`src/rtl/game_pkg.sv`:
```
// Shared definitions for the rectangle plotter: coordinate and colour widths,
// screen height, and the FSM state type used by the datapath and its controller.
package game_pkg;

  localparam int X_W      = 8;
  localparam int Y_W      = 7;
  localparam int C_W      = 3;
  localparam int SCREEN_H = 120;

  typedef enum logic [1:0] {
    IDLE     = 2'd0,
    SCAN     = 2'd1,
    DONE     = 2'd2,
    WAIT_LOW = 2'd3
  } state_t;

endpackage

```
`src/rtl/rect_plot_datapath_if.sv`:
```
// Load/plot bus between the game controller and the rectangle datapath, plus the
// VGA adapter pixel outputs.
// Handshake: ld_top/ld_bottom/ld_color are single-cycle strobes qualified by
// data_in on the same edge; plot_en is a level request that stays high until
// the controller sees done. busy is high while pixels are emitted, done pulses
// for one cycle after the last pixel, and plot qualifies x/y/colour each cycle.
interface rect_plot_datapath_if;
  import game_pkg::*;

  logic [9:0]     data_in;
  logic           ld_top;
  logic           ld_bottom;
  logic           ld_color;
  logic           plot_en;
  logic [X_W-1:0] x;
  logic [Y_W-1:0] y;
  logic [C_W-1:0] colour;
  logic           plot;
  logic           busy;
  logic           done;

  modport master (
    output data_in, ld_top, ld_bottom, ld_color, plot_en,
    input  x, y, colour, plot, busy, done
  );

  modport slave (
    input  data_in, ld_top, ld_bottom, ld_color, plot_en,
    output x, y, colour, plot, busy, done
  );

endinterface

```
`src/rtl/rect_plot_datapath_xy_scan_counter.sv`:
```
// Nested x/y raster counter. start loads (X_LEFT, ylo) and captures yhi; the
// counter then steps one pixel per clock in row order and stops once it has
// shown (X_RIGHT, yhi), which is flagged by last.
module xy_scan_counter
  import game_pkg::*;
#(
  parameter int X_LEFT  = 0,
  parameter int X_RIGHT = 159
) (
  input  logic           clk,
  input  logic           reset,
  input  logic           start,
  input  logic [Y_W-1:0] ylo,
  input  logic [Y_W-1:0] yhi,
  output logic [X_W-1:0] x,
  output logic [Y_W-1:0] y,
  output logic           last
);

  localparam logic [X_W-1:0] XL = X_W'(X_LEFT);
  localparam logic [X_W-1:0] XR = X_W'(X_RIGHT);

  logic [Y_W-1:0] yhi_q;
  logic           run;

  assign last = run && (x == XR) && (y == yhi_q);

  // Position register: load on start, step while running, hold once finished.
  always_ff @(posedge clk or posedge reset) begin
    if (reset) begin
      x     <= XL;
      y     <= '0;
      yhi_q <= '0;
      run   <= 1'b0;
    end else if (start) begin
      x     <= XL;
      y     <= ylo;
      yhi_q <= yhi;
      run   <= 1'b1;
    end else if (run) begin
      if (last) begin
        run <= 1'b0;
      end else if (x == XR) begin
        x <= XL;
        y <= y + 1'b1;
      end else begin
        x <= x + 1'b1;
      end
    end
  end

endmodule

```
`src/rtl/rect_plot_datapath.sv`:
```
// Rectangle plot datapath: latches row/colour from the switch bus, then scans
// X_LEFT..X_RIGHT by min(top,bottom)..max(top,bottom) one pixel per clock.
// Build option OUTLINE_EN: keep the scan timing but only strobe plot on the
// rectangle border.
module rect_plot_datapath #(
  parameter int X_LEFT   = 0,
  parameter int X_RIGHT  = 159,
  parameter int SCREEN_H = game_pkg::SCREEN_H
) (
  input  logic                   clk,
  input  logic                   reset,
  rect_plot_datapath_if.slave    bus,
  output game_pkg::state_t       state
);
  import game_pkg::*;

  localparam logic [Y_W-1:0] ROW_MAX = Y_W'(SCREEN_H - 1);

  state_t         state_q, state_d;
  logic [Y_W-1:0] top_q, bottom_q, row_in, row_c, ylo, yhi;
  logic [C_W-1:0] colour_q;
  logic [X_W-1:0] x_c;
  logic [Y_W-1:0] y_c;
  logic           start, last, load_ok, edge_px;

  assign row_in  = bus.data_in[Y_W-1:0];
  assign row_c   = (row_in > ROW_MAX) ? ROW_MAX : row_in;
  assign load_ok = (state_q == IDLE) || (state_q == WAIT_LOW);
  assign ylo     = (top_q < bottom_q) ? top_q : bottom_q;
  assign yhi     = (top_q < bottom_q) ? bottom_q : top_q;

  // Load registers; frozen from scan start through the done pulse.
  always_ff @(posedge clk or posedge reset) begin
    if (reset) begin
      top_q    <= '0;
      bottom_q <= '0;
      colour_q <= '0;
    end else if (load_ok) begin
      if (bus.ld_top)    top_q    <= row_c;
      if (bus.ld_bottom) bottom_q <= row_c;
      if (bus.ld_color)  colour_q <= bus.data_in[9:10-C_W];
    end
  end

  // FSM state register.
  always_ff @(posedge clk or posedge reset) begin
    if (reset) state_q <= IDLE;
    else       state_q <= state_d;
  end

  // FSM next state; start fires on the edge that enters SCAN.
  always_comb begin
    state_d = state_q;
    start   = 1'b0;
    case (state_q)
      IDLE: begin
        if (bus.plot_en) begin
          state_d = SCAN;
          start   = 1'b1;
        end
      end
      SCAN:     if (last) state_d = DONE;
      DONE:     state_d = WAIT_LOW;
      WAIT_LOW: if (!bus.plot_en) state_d = IDLE;
      default:  state_d = IDLE;
    endcase
  end

  xy_scan_counter #(
    .X_LEFT  (X_LEFT),
    .X_RIGHT (X_RIGHT)
  ) u_scan (
    .clk   (clk),
    .reset (reset),
    .start (start),
    .ylo   (ylo),
    .yhi   (yhi),
    .x     (x_c),
    .y     (y_c),
    .last  (last)
  );

`ifdef OUTLINE_EN
  localparam logic [X_W-1:0] XL = X_W'(X_LEFT);
  localparam logic [X_W-1:0] XR = X_W'(X_RIGHT);
  assign edge_px = (x_c == XL) || (x_c == XR) || (y_c == ylo) || (y_c == yhi);
`else
  assign edge_px = 1'b1;
`endif

  // Outputs are decodes of registered state and the registered pixel position.
  assign bus.x      = x_c;
  assign bus.y      = y_c;
  assign bus.colour = colour_q;
  assign bus.busy   = (state_q == SCAN);
  assign bus.plot   = (state_q == SCAN) && edge_px;
  assign bus.done   = (state_q == DONE);
  assign state      = state_q;

endmodule

```
`src/flat_wrapper.sv`:
```
// flat-port wrapper written by rule: the top's interface ports become plain ports
module rect_plot_datapath_flat import game_pkg::*;
#(
  parameter int X_LEFT   = 0,
  parameter int X_RIGHT  = 159,
  parameter int SCREEN_H = game_pkg::SCREEN_H
)
  (clk, reset, state, bus_data_in, bus_ld_top, bus_ld_bottom, bus_ld_color, bus_plot_en, bus_x, bus_y, bus_colour, bus_plot, bus_busy, bus_done);
  rect_plot_datapath_if bus_i ();
  input  logic clk;
  input  logic reset;
  output game_pkg::state_t state;
  input wire logic [$bits(bus_i.data_in)-1:0] bus_data_in;
  input wire logic [$bits(bus_i.ld_top)-1:0] bus_ld_top;
  input wire logic [$bits(bus_i.ld_bottom)-1:0] bus_ld_bottom;
  input wire logic [$bits(bus_i.ld_color)-1:0] bus_ld_color;
  input wire logic [$bits(bus_i.plot_en)-1:0] bus_plot_en;
  output wire logic [$bits(bus_i.x)-1:0] bus_x;
  output wire logic [$bits(bus_i.y)-1:0] bus_y;
  output wire logic [$bits(bus_i.colour)-1:0] bus_colour;
  output wire logic [$bits(bus_i.plot)-1:0] bus_plot;
  output wire logic [$bits(bus_i.busy)-1:0] bus_busy;
  output wire logic [$bits(bus_i.done)-1:0] bus_done;
  assign bus_i.data_in = bus_data_in;
  assign bus_i.ld_top = bus_ld_top;
  assign bus_i.ld_bottom = bus_ld_bottom;
  assign bus_i.ld_color = bus_ld_color;
  assign bus_i.plot_en = bus_plot_en;
  assign bus_x = bus_i.x;
  assign bus_y = bus_i.y;
  assign bus_colour = bus_i.colour;
  assign bus_plot = bus_i.plot;
  assign bus_busy = bus_i.busy;
  assign bus_done = bus_i.done;
  rect_plot_datapath #(.X_LEFT(X_LEFT), .X_RIGHT(X_RIGHT), .SCREEN_H(SCREEN_H)) u_core (.clk(clk), .reset(reset), .bus(bus_i), .state(state));
endmodule
```
`config.mk`:
```
export PLATFORM = sky130hd
export DESIGN_NAME = rect_plot_datapath_flat
export DESIGN_NICKNAME = d
export VERILOG_FILES = /design/src/rtl/game_pkg.sv /design/src/rtl/rect_plot_datapath_if.sv /design/src/rtl/rect_plot_datapath_xy_scan_counter.sv /design/src/rtl/rect_plot_datapath.sv /design/src/flat_wrapper.sv
export SDC_FILE = /design/constraint.sdc
export NUM_CORES = 1
export LEC_CHECK = 0
export ABC_AREA = 1
export CAP_MARGIN = 15
export CORE_AREA = 2 2 105 107
export DETAILED_ROUTE_END_ITERATION = 16
export DIE_AREA = 0 0 107 109
export DONT_BUFFER_PORTS = 1
export HOLD_SLACK_MARGIN = 0.05
export PLACE_DENSITY = 0.36
export SYNTH_ARGS = -nofsm -noshare
export SYNTH_HDL_FRONTEND = slang
export SYNTH_SLANG_ARGS = --single-unit
```
`constraint.sdc`:
```
create_clock -name clk -period 3.5 [get_ports clk]
set_input_delay 0.525 -clock clk [delete_from_list [all_inputs] [get_ports clk]]
set_output_delay 0.525 -clock clk [all_outputs]
set_load 0.005 [all_outputs]
```
==> out/qor.txt, run 1 <==
Status: complete, no violations
Vias in the first global route: 1959
Arrival @ worst endpoint: 2.17 ns
Initial Util: 24.3%
Layout cell share with drive strength beyond 1: 9.94%
Mean routed wirelength per cell: 12.8 um
Max-slew violations: 0
Vias: 2081
H-tree levels: 2
Final number of hold-violating endpoints: 0
DIE AREA: 11700 um2
WL final: 6.17 mm
Die X: 107 um
Number of synthesized flops with an enable pin: 0
Global-route wire length before repair: 10.4 mm
Clock latency on the worst-skew pair: 0.30 ns
Residual DRC: 0
Floorplan row count: 38
Post-route design area: 2820 um2
Area of the multi-input gates: 1330 um2
Clk sinks: 42
MaxCap Viol Count: 0
Drt via density: 4.32
FF-to-FF Start: u_core.state[0]
Synth Instances: 340
Setup Buffers After CTS: 0
Pre-antenna DRT Iters: 6
# port buffers: 0
Reg2reg end: u_core.u_scan.y[5]
Placed Area: 2720 um2
Register area: 1050 um2
Ys flop type: dfrtp_1
Largest net degree at the start of global routing: 43
Fmax achieved: 519 MHz
Register area share after synthesis: 40.8%
CTS tree: yes
Setup CP Type: register to register
Layout area overhead: 9.22%
Root buf cell: clkbuf_8
CP Capture Type: register
Avg Synthesized Cell Area: 7.58 um2
CP Launch Type: register
Die height: 109 um
CTS Hold Bufs: 0
FF-to-FF path depth: 10
Post-CTS Resized: 0
Hold Path Class: input pin to asynchronous set/reset pin
Setup Total Neg Slack: 0 ns
Fillers: 1168
Fin Clk Skew: 0.00796 ns
Nets: 370
Syn_nets: 369
RSZ-0062 raised after global routing: false
Reg clk slew, reported paths: 0.09 ns
Synth async-reset ratio: 100%
Period utilization: 55.1%
Antenna cells: 0
Max clock buf depth: 2
DRT iter0 DRCs: 137
Antenna violations before repair: 0
Final setup fails: 0
Yosys warning count: 0
Final antenna-violating net count: 0
Post-synthesis cell type count: 29
Post-DP HPWL: 4.54 mm
Worst Path Required: 3.75 ns
Reg-to-reg slack, setup: 1.57 ns
Headroom to the max-slew limit: 36.1%
Routability-driven placement congestion ratio: 0.716
Max FO, Critical Path: 36
LEAKAGE: 1.44 nW
Overall routing resource usage: 11.4%
PwrDens: 908 nW/um2
Number of synthesized register bits: 42
Core area: 10600 um2
Number of CTS-inserted buffers: 5
I/O pin count: 39
IR drop worst, VDD: 0.304 mV
Syn Std Cell Area: 2580 um2
GR Overflow Total: 0
Worst slew pin tran: 0.957 ns
Fin crit period: 1.93 ns
## cell usage in the layout, fill, tap and decap left out
| cell | count |
|---|---|
| nand3_1 | 42 |
| mux2i_1 | 1 |
| inv_2 | 4 |
| dfrtp_1 | 42 |
| nand2_1 | 105 |
| nor3b_1 | 1 |
| nor2_2 | 2 |
| nand2_2 | 8 |
| nand4_1 | 6 |
| a21o_1 | 1 |
| nand2_4 | 1 |
| xnor2_1 | 4 |
| o21ai_0 | 16 |
| xor2_1 | 4 |
| a21oi_4 | 1 |
| or2_2 | 3 |
| clkbuf_1 | 1 |
| nor2_4 | 2 |
| a22oi_1 | 3 |
| nor3_2 | 1 |
| a21oi_1 | 15 |
| buf_4 | 1 |
| nand3_4 | 1 |
| or2_1 | 1 |
| mux2_2 | 3 |
| clkinv_2 | 1 |
| nor2_1 | 14 |
| clkbuf_8 | 6 |
| inv_1 | 39 |
| ha_1 | 13 |
## how the worst max path moves through the flow
| stage | start | endpoint |
|---|---|---|
| 2_1_floorplan | u_core.bottom_q[6] | u_core.u_scan.y[2] |
| 3_3_place_gp | u_core.state[0] | u_core.u_scan.y[0] |
| 3_5_place_dp | u_core.state[0] | u_core.u_scan.y[0] |
| 4_1_cts | u_core.state[0] | u_core.u_scan.y[4] |
| 5_1_grt | u_core.state[0] | u_core.u_scan.y[5] |
| 6_report | u_core.state[0] | u_core.u_scan.y[5] |
## Yosys cell counts, types with 4 or more instances
library cell,n,area (um2)
nand2_1,105,394
dfrtp_1,42,1050
nand3_1,42,210
inv_1,40,150
o21ai_0,16,80.1
a21oi_1,15,75.1
nor2_1,14,52.6
ha_1,13,163
nand2_2,8,50.1
nand4_1,6,37.5
xnor2_1,4,35.0
xor2_1,4,35.0
## area by class of cell
| type | count | share of cell area, % |
|---|---|---|
| Clock buffer | 7 | 3.07 |
| Sequential cell | 42 | 37.3 |
| Tap cell | 140 | 6.22 |
| Timing Repair Buffer | 1 | 0.267 |
| Clock inverter | 1 | 0.178 |
| Multi-Input combinational cell | 248 | 47.2 |
| Inverter | 43 | 5.73 |
## power by group
group | switching [mW] | leakage [nW] | internal (mW)
Combinational | 0.791 | 0.876 | 0.473
Clock | 0.181 | 0.0482 | 0.160
Sequential | 0.246 | 0.515 | 0.704
## cell families (layout without fill, tap and decap cells)
group,count (synthesis),count (layout),share of synthesized area [%]
AO/OA/AOI/OAI,36,36,7.82
adder cells (fa/ha/maj),13,13,6.31
flip-flops,42,42,40.8
XOR/XNOR,8,8,2.72
multiplexers,4,4,1.70
buffers and inverters,50,52,7.67
AND/OR/NAND/NOR,187,187,33.0
## registers in the layout, indices dropped and copies added (netlist names)
| register | cells |
|---|---|
| u_core.bottom_q | 7 |
| u_core.bus.colour | 3 |
| u_core.state | 2 |
| u_core.u_scan.yhi_q | 7 |
| u_core.u_scan.y | 7 |
| u_core.top_q | 7 |
| u_core.u_scan.run | 1 |
| u_core.u_scan.x | 8 |
## critical path, stage by stage, from the launching register on
cell and delay [ns]:
dfrtp_1 0.43, inv_1 0.11, ha_1 0.22, nand2_1 0.06, buf_4 0.35, inv_2 0.26
a21oi_1 0.18, o21ai_0 0.09, nand2_1 0.07, nand2_1 0.05, nand2_1 0.05
## layer usage
metal	up-vias	part of all wire [%]	global-route usage (%)
met3	6	3.4	2.09
met1	948	52	16.5
met5	-	0	0
li1	1093	-	-
met4	0	1.5	3.90
met2	34	43	17.0
## stage by stage
stage / instances / hold WS [ns] / setup slack, ns / power (mW) / utilization [%]
6_report: 482 / 0.313 / 1.57 / 2.55 / 26.6
5_1_grt: 482 / 0.360 / 1.31 / 2.86 / 26.6
4_1_cts: 482 / 0.355 / 1.56 / 2.60 / 26.6
3_5_place_dp: 474 / 0.519 / 1.58 / 2.25 / 25.7
3_3_place_gp: 474 / 0.506 / 1.61 / 2.25 / 25.7
2_1_floorplan: 340 / 0.475 / 1.86 / 1.96 / -
Power figures use the tool's default switching activity.
==> run 2, diff against run 1 <==
ABC_AREA = 0   (was 1)
CORE_AREA = 2 2 101 103   (was 2 2 105 107)
DIE_AREA = 0 0 103 105   (was 0 0 107 109)
PLACE_DENSITY = 0.37   (was 0.36)
clock period = 1.6 ns   (was 3.5 ns; I/O delays follow)
==> out/qor.txt, run 2 <==
I/O pin count: 39 (unchanged)
Share of the synthesized area in the top cell type: 44.7% (+3.9 points)
Mux contribution to synthesized area: 9.63% (+7.9 points)
Net Sw Frac: 24.9% (-23 points)
PwrDens: 624 nW/um2 (-31%)
Clk sinks: 42 (unchanged)
Cell accounting for the most synthesized area: dfrtp_1
Clock power share: 31.4% (+18 points)
Final Worst Setup Slack: -0.281 ns (-1.85 ns)
Tot Pwr: 2.12 mW (-17%)
Critical Path Max Stage Delay: 0.41 ns (-0.02 ns)
Number of synthesized register bits: 42 (unchanged)
Syn_nets: 258 (-30%)
CP Launch Type: register
Hold Path Class: input pin to register
Buf/Inv on CP: 3 (unchanged)
Die X: 103 um (-3.7%)
Worst Path Required: 1.77 ns (-1.98 ns)
Max clock buf depth: 2 (unchanged)
Count leader, synth: dfrtp_1
DIE AREA: 10800 um2 (-7.3%)
Synth async-reset ratio: 100% (unchanged)
CP Capture Type: register
Number of CTS-inserted buffers: 5 (unchanged)
Headroom to the max-slew limit: 78.1% (+42 points)
Arrival @ worst endpoint: 2.05 ns (-0.12 ns)
Layout cell share with drive strength beyond 1: 43.1% (+33 points)
Sw Pwr: 0.527 mW (-57%)
Mean routed wirelength per cell: 14.5 um (+14%)
Reg clk slew, reported paths: 0.08 ns (about the same)
Initial Util: 24.4% (+0.093 points)
Reg with most FFs: u_core.u_scan.x
Final core utilization: 35.2% (+8.6 points)
Most frequent cells in the layout: buf_4 (57), dfrtp_1 (42), nand2_1 (15), nor2_1 (15), a21oi_1 (11)
Die height: 105 um (-3.7%)
Post-synthesis cell type count: 41 (+41%)
Fmax achieved: 532 MHz (+2.5%)
Internal: 1.59 mW (+19%)
Final setup fails: 22 (+22)
CTS tree: yes
Floorplan row count: 36 (-5.3%)
Most frequent cell on the critical path: buf_4
Antenna cells: 0 (unchanged)
Period utilization: 118% (+62 points)
Vias in the first global route: 2011 (+2.7%)
Core area: 9640 um2 (-9.1%)
Slowest CP cell: dfrtp_1
Placed Area: 2940 um2 (+8.1%)
Antenna violations before repair: 0 (unchanged)
Layout area overhead: 44.1%
Root buf cell: clkbuf_8
Final std cells w/o fill: 428 (-11%)
Syn Std Cell Area: 2350 um2 (-8.7%)
Commonest non-fill, non-tap cell in the layout: buf_4
Synth Area in XOR/XNOR: 4.84% (+2.1 points)
Setup CP Type: register to register
H-tree levels: 2 (unchanged)
IR drop worst, VDD: 0.320 mV (+5.4%)
Yosys warning count: 0 (unchanged)
Post-route design area: 3390 um2 (+20%)
Main combinational cell family by area after synthesis: simple AND/OR/NAND/NOR gates
MaxCap Viol Count: 0 (unchanged)
Adder-cell share of the synthesized area: 6.91% (+0.60 points)
Residual DRC: 0 (unchanged)
RSZ-0062 raised after global routing: true
Number of synthesized flops with an enable pin: 0 (unchanged)
LEAKAGE: 1.49 nW (+3.9%)
Fin crit period: 1.88 ns (-0.0467 ns)
Routability-driven placement congestion ratio: 0.728 (+1.7%)
Synth Area in Simple Gates: 16.5% (-17 points)
Fillers: 1018 (-13%)
GR Overflow Total: 0 (unchanged)
DRT iter0 DRCs: 59 (-57%)
Vias: 1893 (-9.0%)
CP Cell Sequence: ha_4, buf_4, nand4_1, o211a_4, buf_4, clkbuf_16, a21oi_1, a22oi_2
Global-route wire length before repair: 9.89 mm (-5.0%)
Status: complete, but fails checks
Final antenna-violating net count: 0 (unchanged)
WL final: 6.22 mm (+0.86%)
Pre-antenna DRT Iters: 4 (-2)
# port buffers: 0 (unchanged)
Max reg flops: 8 (unchanged)
Violated checks: setup timing
Register area share after synthesis: 44.7% (+3.9 points)
Drt via density: 4.42 (+2.4%)
Max-slew violations: 0 (unchanged)
DP Cell Count: 409 (-14%)
Combinational group share of total power: 16.8% (-33 points)
Clock latency on the worst-skew pair: 0.29 ns (about the same)
Synth Instances: 229 (-33%)
Avg Synthesized Cell Area: 10.3 um2 (+35%)
Worst slew pin tran: 0.323 ns (-0.634 ns)
Sequential fraction of design power: 51.8% (+15 points)
Final number of hold-violating endpoints: 0 (unchanged)
Post-DP HPWL: 4.53 mm (-0.30%)
Fin Clk Skew: 0.00334 ns (-0.00462 ns)
Overall routing resource usage: 11.7% (+0.35 points)
Largest net degree at the start of global routing: 43 (unchanged)
Delay-heaviest family, CP: compound AO/OA/AOI/OAI gates
Ys flop type: dfrtp_1
Synth cell count leaders: dfrtp_1 (42), a21oi_1 (17), nand2_1 (17), nor2_1 (15), ha_1 (13)
Synth area leaders: dfrtp_1 (45%), ha_1 (6.9%), mux2i_1 (4.7%)
Max FO, Critical Path: 5 (-86%)
Nets: 324 (-12%)
Synth Area in Compound Gates: 14.3% (+6.4 points)
==> run 2: cell count changes after synthesis, moves of 8 or more <==
cell | before | now
nand2b_1 | 0 | 10
mux2i_1 | 1 | 11
inv_1 | 40 | 9
nand3_1 | 42 | 3
nand2_1 | 105 | 17
nand2_2 | 8 | 0
==> run 2: cells by family after synthesis <==
group | count (synthesis)
xor gates and xnor gates | 13
AOI/OAI and AO/OA | 52
DFF | 42
muxes | 21
and+or+nand+nor | 69
adders and majority gates | 13
buffers and inverters | 19
==> run 2: per-stage QoR <==
step                setup slack (ns)  setup TNS [ns]  hold WS, ns
floorplan                     -0.320           -2.06        0.390
global placement              -0.357           -4.09        0.218
detailed placement            -0.353           -3.90        0.219
CTS                           -0.288           -3.23       0.0830
global route                  -0.431           -6.58       0.0784
finish                        -0.281           -3.86       0.0938
==> run 2: worst register-to-register path: cells and delay by family, from the launching register on <==
kind,cells,cell delay [ns]
AO/OA/AOI/OAI,3,0.58
adder cells (fa/ha/maj),1,0.28
buffers and inverters,3,0.39
flip-flops,1,0.41
AND/OR/NAND/NOR,1,0.10
==> run 2: layer usage <==
metal | up-vias | global-route usage, % | share of wire, %
met5 | - | 0 | 0
met4 | 0 | 2.54 | 0.40
met1 | 901 | 15.0 | 43
met2 | 33 | 19.8 | 52
li1 | 957 | - | -
met3 | 2 | 2.88 | 4.5
==> run 2: repair_timing <==
item | CTS | global route
hold buffers | 1 | 0
pin swaps | 10 | 7
resized for setup | 20 | 33
endpoints found under the hold margin | 42 | 0
gates cloned | 0 | 3
buffers inserted | 6 | 6
endpoints found under the setup margin | 22 | 40
==> run 2: layout make-up <==
cell class | instances | area (um2) | share of cell area (%)
clock buffers | 7 | 76.3 | 2.25
inverters | 9 | 33.8 | 0.997
multi-input cells | 168 | 1460 | 42.9
flip-flops and latches | 42 | 1050 | 31.0
well taps | 133 | 166 | 4.91
repair buffers | 69 | 607 | 17.9
==> run 2: power groups by stage <==
stage                     clock (mW)  combinational [mW]  sequential (mW)
after detailed placement           0               0.232             1.12
after CTS                      0.697               0.238             1.10
final                          0.664               0.355             1.10
after floorplan                    0               0.148             1.12
after global placement             0               0.231             1.12
after global routing           0.738               0.388             1.10
==> run 2: worst paths after layout <==
path,to,slack [ns],cells past startpoint,start
setup / recovery,u_core.u_scan.y[3],-0.28,8,u_core.top_q[5]
hold / removal,u_core.top_q[4],0.09,1,bus_data_in[4]
setup reg to reg,u_core.u_scan.y[3],-0.28,8,u_core.top_q[5]
hold reg to reg,u_core.bus.colour[2],0.54,1,u_core.bus.colour[2]
max in group asynchronous,u_core.top_q[5],0.94,3,reset
min in group asynchronous,u_core.state[0],0.45,3,reset
==> run 3, diff against run 2 <==
CELL_PAD_IN_SITES_DETAIL_PLACEMENT = 1   (was not set)
CELL_PAD_IN_SITES_GLOBAL_PLACEMENT = 2   (was not set)
CTS_BUF_LIST = sky130_fd_sc_hd__clkbuf_4   (was not set)
PLACE_DENSITY = 0.5   (was 0.37)
clock period = 2.1 ns   (was 1.6 ns; I/O delays follow)
==> out/qor.txt, run 3 (synthesized netlist as in run 2, its figures left out) <==
Status: complete, no violations
WL final: 6.14 mm (-1.4%)
Largest net degree at the start of global routing: 21 (-51%)
Max clock buf depth: 2 (unchanged)
Final setup fails: 0 (-100%)
Layout area overhead: 19.5%
Max-slew violations: 0 (unchanged)
Buf/Inv on CP: 0 (-3)
Worst slew pin tran: 0.427 ns (+0.104 ns)
IR drop worst, VDD: 0.185 mV (-42%)
LEAKAGE: 1.23 nW (-18%)
Global-route wire length before repair: 10.3 mm (+3.8%)
Reg-to-reg slack, setup: 0.09 ns (+0.37 ns)
Overall routing resource usage: 12.3% (+0.52 points)
DRT iter0 DRCs: 43 (-27%)
Floorplan row count: 36 (unchanged)
Fmax achieved: 498 MHz (-6.4%)
Internal: 1.16 mW (-27%)
Commonest non-fill, non-tap cell in the layout: dfrtp_1
Final core utilization: 29.2% (-6.0 points)
Reg clk slew, reported paths: 0.14 ns (+0.06 ns)
Final std cells w/o fill: 389 (-9.1%)
Initial Util: 24.4% (unchanged)
I/O pin count: 39 (unchanged)
Clk sinks: 42 (unchanged)
Reg with most FFs: u_core.u_scan.x
Root buf cell: clkbuf_4
Vias in the first global route: 1848 (-8.1%)
Setup Total Neg Slack: 0 ns (+3.86 ns)
Most frequent cells in the layout: dfrtp_1 (42), buf_4 (27), nand2_1 (17), a21oi_1 (17), nor2_1 (15)
Delay-heaviest family, CP: simple AND/OR/NAND/NOR gates
Pre-antenna DRT Iters: 4 (unchanged)
Max FO, Critical Path: 6 (+1)
CP Launch Type: register
Layout cell share with drive strength beyond 1: 21.5% (-22 points)
Dpl ws: 0.0734 ns (+0.426 ns)
Antenna cells: 0 (unchanged)
Fin crit period: 2.01 ns (+0.129 ns)
Sw Pwr: 0.383 mW (-27%)
Fillers: 1133 (+11%)
Net Sw Frac: 24.8% (-0.10 points)
GR Overflow Total: 0 (unchanged)
H-tree levels: 2 (unchanged)
Tot Pwr: 1.54 mW (-27%)
Post-DP HPWL: 4.75 mm (+4.9%)
Critical Path Max Stage Delay: 0.45 ns (+0.04 ns)
Max reg flops: 8 (unchanged)
Sequential fraction of design power: 54.8% (+3.0 points)
Drt via density: 4.55 (+2.9%)
Setup CP Type: register to register
Nets: 284 (-12%)
Final antenna-violating net count: 0 (unchanged)
Antenna violations before repair: 0 (unchanged)
Vias: 1770 (-6.5%)
MaxCap Viol Count: 0 (unchanged)
Clock power share: 36.0% (+4.6 points)
Hold Path Class: input pin to register
Die X: 103 um (unchanged)
DIE AREA: 10800 um2 (unchanged)
Clock latency on the worst-skew pair: 0.35 ns (+0.06 ns)
RSZ-0062 raised after global routing: true
CTS tree: yes
Final number of hold-violating endpoints: 0 (unchanged)
Die height: 105 um (unchanged)
DP Cell Count: 378 (-7.6%)
Number of CTS-inserted buffers: 5 (unchanged)
Headroom to the max-slew limit: 71.4% (-6.7 points)
Arrival @ worst endpoint: 2.27 ns (+0.22 ns)
CP Capture Type: register
Core area: 9640 um2 (unchanged)
Mean routed wirelength per cell: 15.8 um (+8.5%)
PwrDens: 550 nW/um2 (-12%)
# port buffers: 0 (unchanged)
Slowest CP cell: nor4_4
Worst Path Required: 2.36 ns (+0.59 ns)
Fin Clk Skew: 0.0123 ns (+0.00892 ns)
Residual DRC: 0 (unchanged)
CP Cell Sequence: xor2_1, nor4_4, nand4_1, a221o_1, mux2_4
Routability-driven placement congestion ratio: 0.714 (-2.0%)
Final Worst Setup Slack: 0.0900 ns (+0.371 ns)
Combinational group share of total power: 9.3% (-7.5 points)
Period utilization: 95.7% (-22 points)
-- run 3: cell types whose count changed in the layout (fill, tap and decap cells not counted), sizes merged --
cell / previous run / this run
clkbuf: 9 / 6
buf: 66 / 28
clkinvlp: 0 / 1
bufinv: 0 / 1
-- run 3: power groups by stage --
stage | logic [mW] | registers [mW] | clock network, mW
floorplan | 0.0988 | 0.854 | 0
global placement | 0.136 | 0.862 | 0
detailed placement | 0.138 | 0.863 | 0
CTS | 0.140 | 0.847 | 0.588
global route | 0.163 | 0.850 | 0.619
finish | 0.143 | 0.846 | 0.555
-- run 3: layout make-up --
type / instances / area (um2) / area share [%]
multi-input cells: 168 / 1240 / 44.3
flip-flops and latches: 42 / 1050 / 37.4
well taps: 133 / 166 / 5.92
clock inverters: 2 / 37.5 / 1.34
inverters: 9 / 33.8 / 1.20
repair buffers: 29 / 233 / 8.28
clock buffers: 6 / 45.0 / 1.60
-- run 3: worst register-to-register path, cell delays in order, from the launching register on --
cell     delay [ns]
dfrtp_1        0.41
xor2_1         0.18
nor4_4         0.45
nand4_1        0.19
a221o_1        0.38
mux2_4         0.31
-- run 3: metal layers --
metal	track usage [%]	vias to the layer above	part of all wire (%)
met2	17.6	37	46
met4	3.38	0	1.0
li1	-	879	-
met3	3.48	5	5.3
met5	0	-	0
met1	17.8	849	48
-- run 3: timing repair --
item,CTS,global route
setup endpoints to repair,0,7
hold buffers,1,0
setup buffers,0,2
resized for setup,0,5
hold endpoints to repair,16,0
-- run 3: path summary, 6_finish.rpt --
path,start,endpoint,cells after the start
max,u_core.u_scan.y[5],u_core.state[1],5
min,bus_data_in[4],u_core.bottom_q[4],1
max reg2reg,u_core.u_scan.y[5],u_core.state[1],5
min reg2reg,u_core.bottom_q[2],u_core.bottom_q[2],2
max in group asynchronous,reset,u_core.u_scan.yhi_q[1],3
min in group asynchronous,reset,u_core.bus.colour[1],2
-- run 3: through the flow --
step | hold WS, ns | area (um2)
finish | 0.0969 | 2810
global route | 0.0570 | 2810
CTS | 0.0736 | 2780
detailed placement | 0.229 | 2690
global placement | 0.220 | 2690
floorplan | 0.465 | 2350
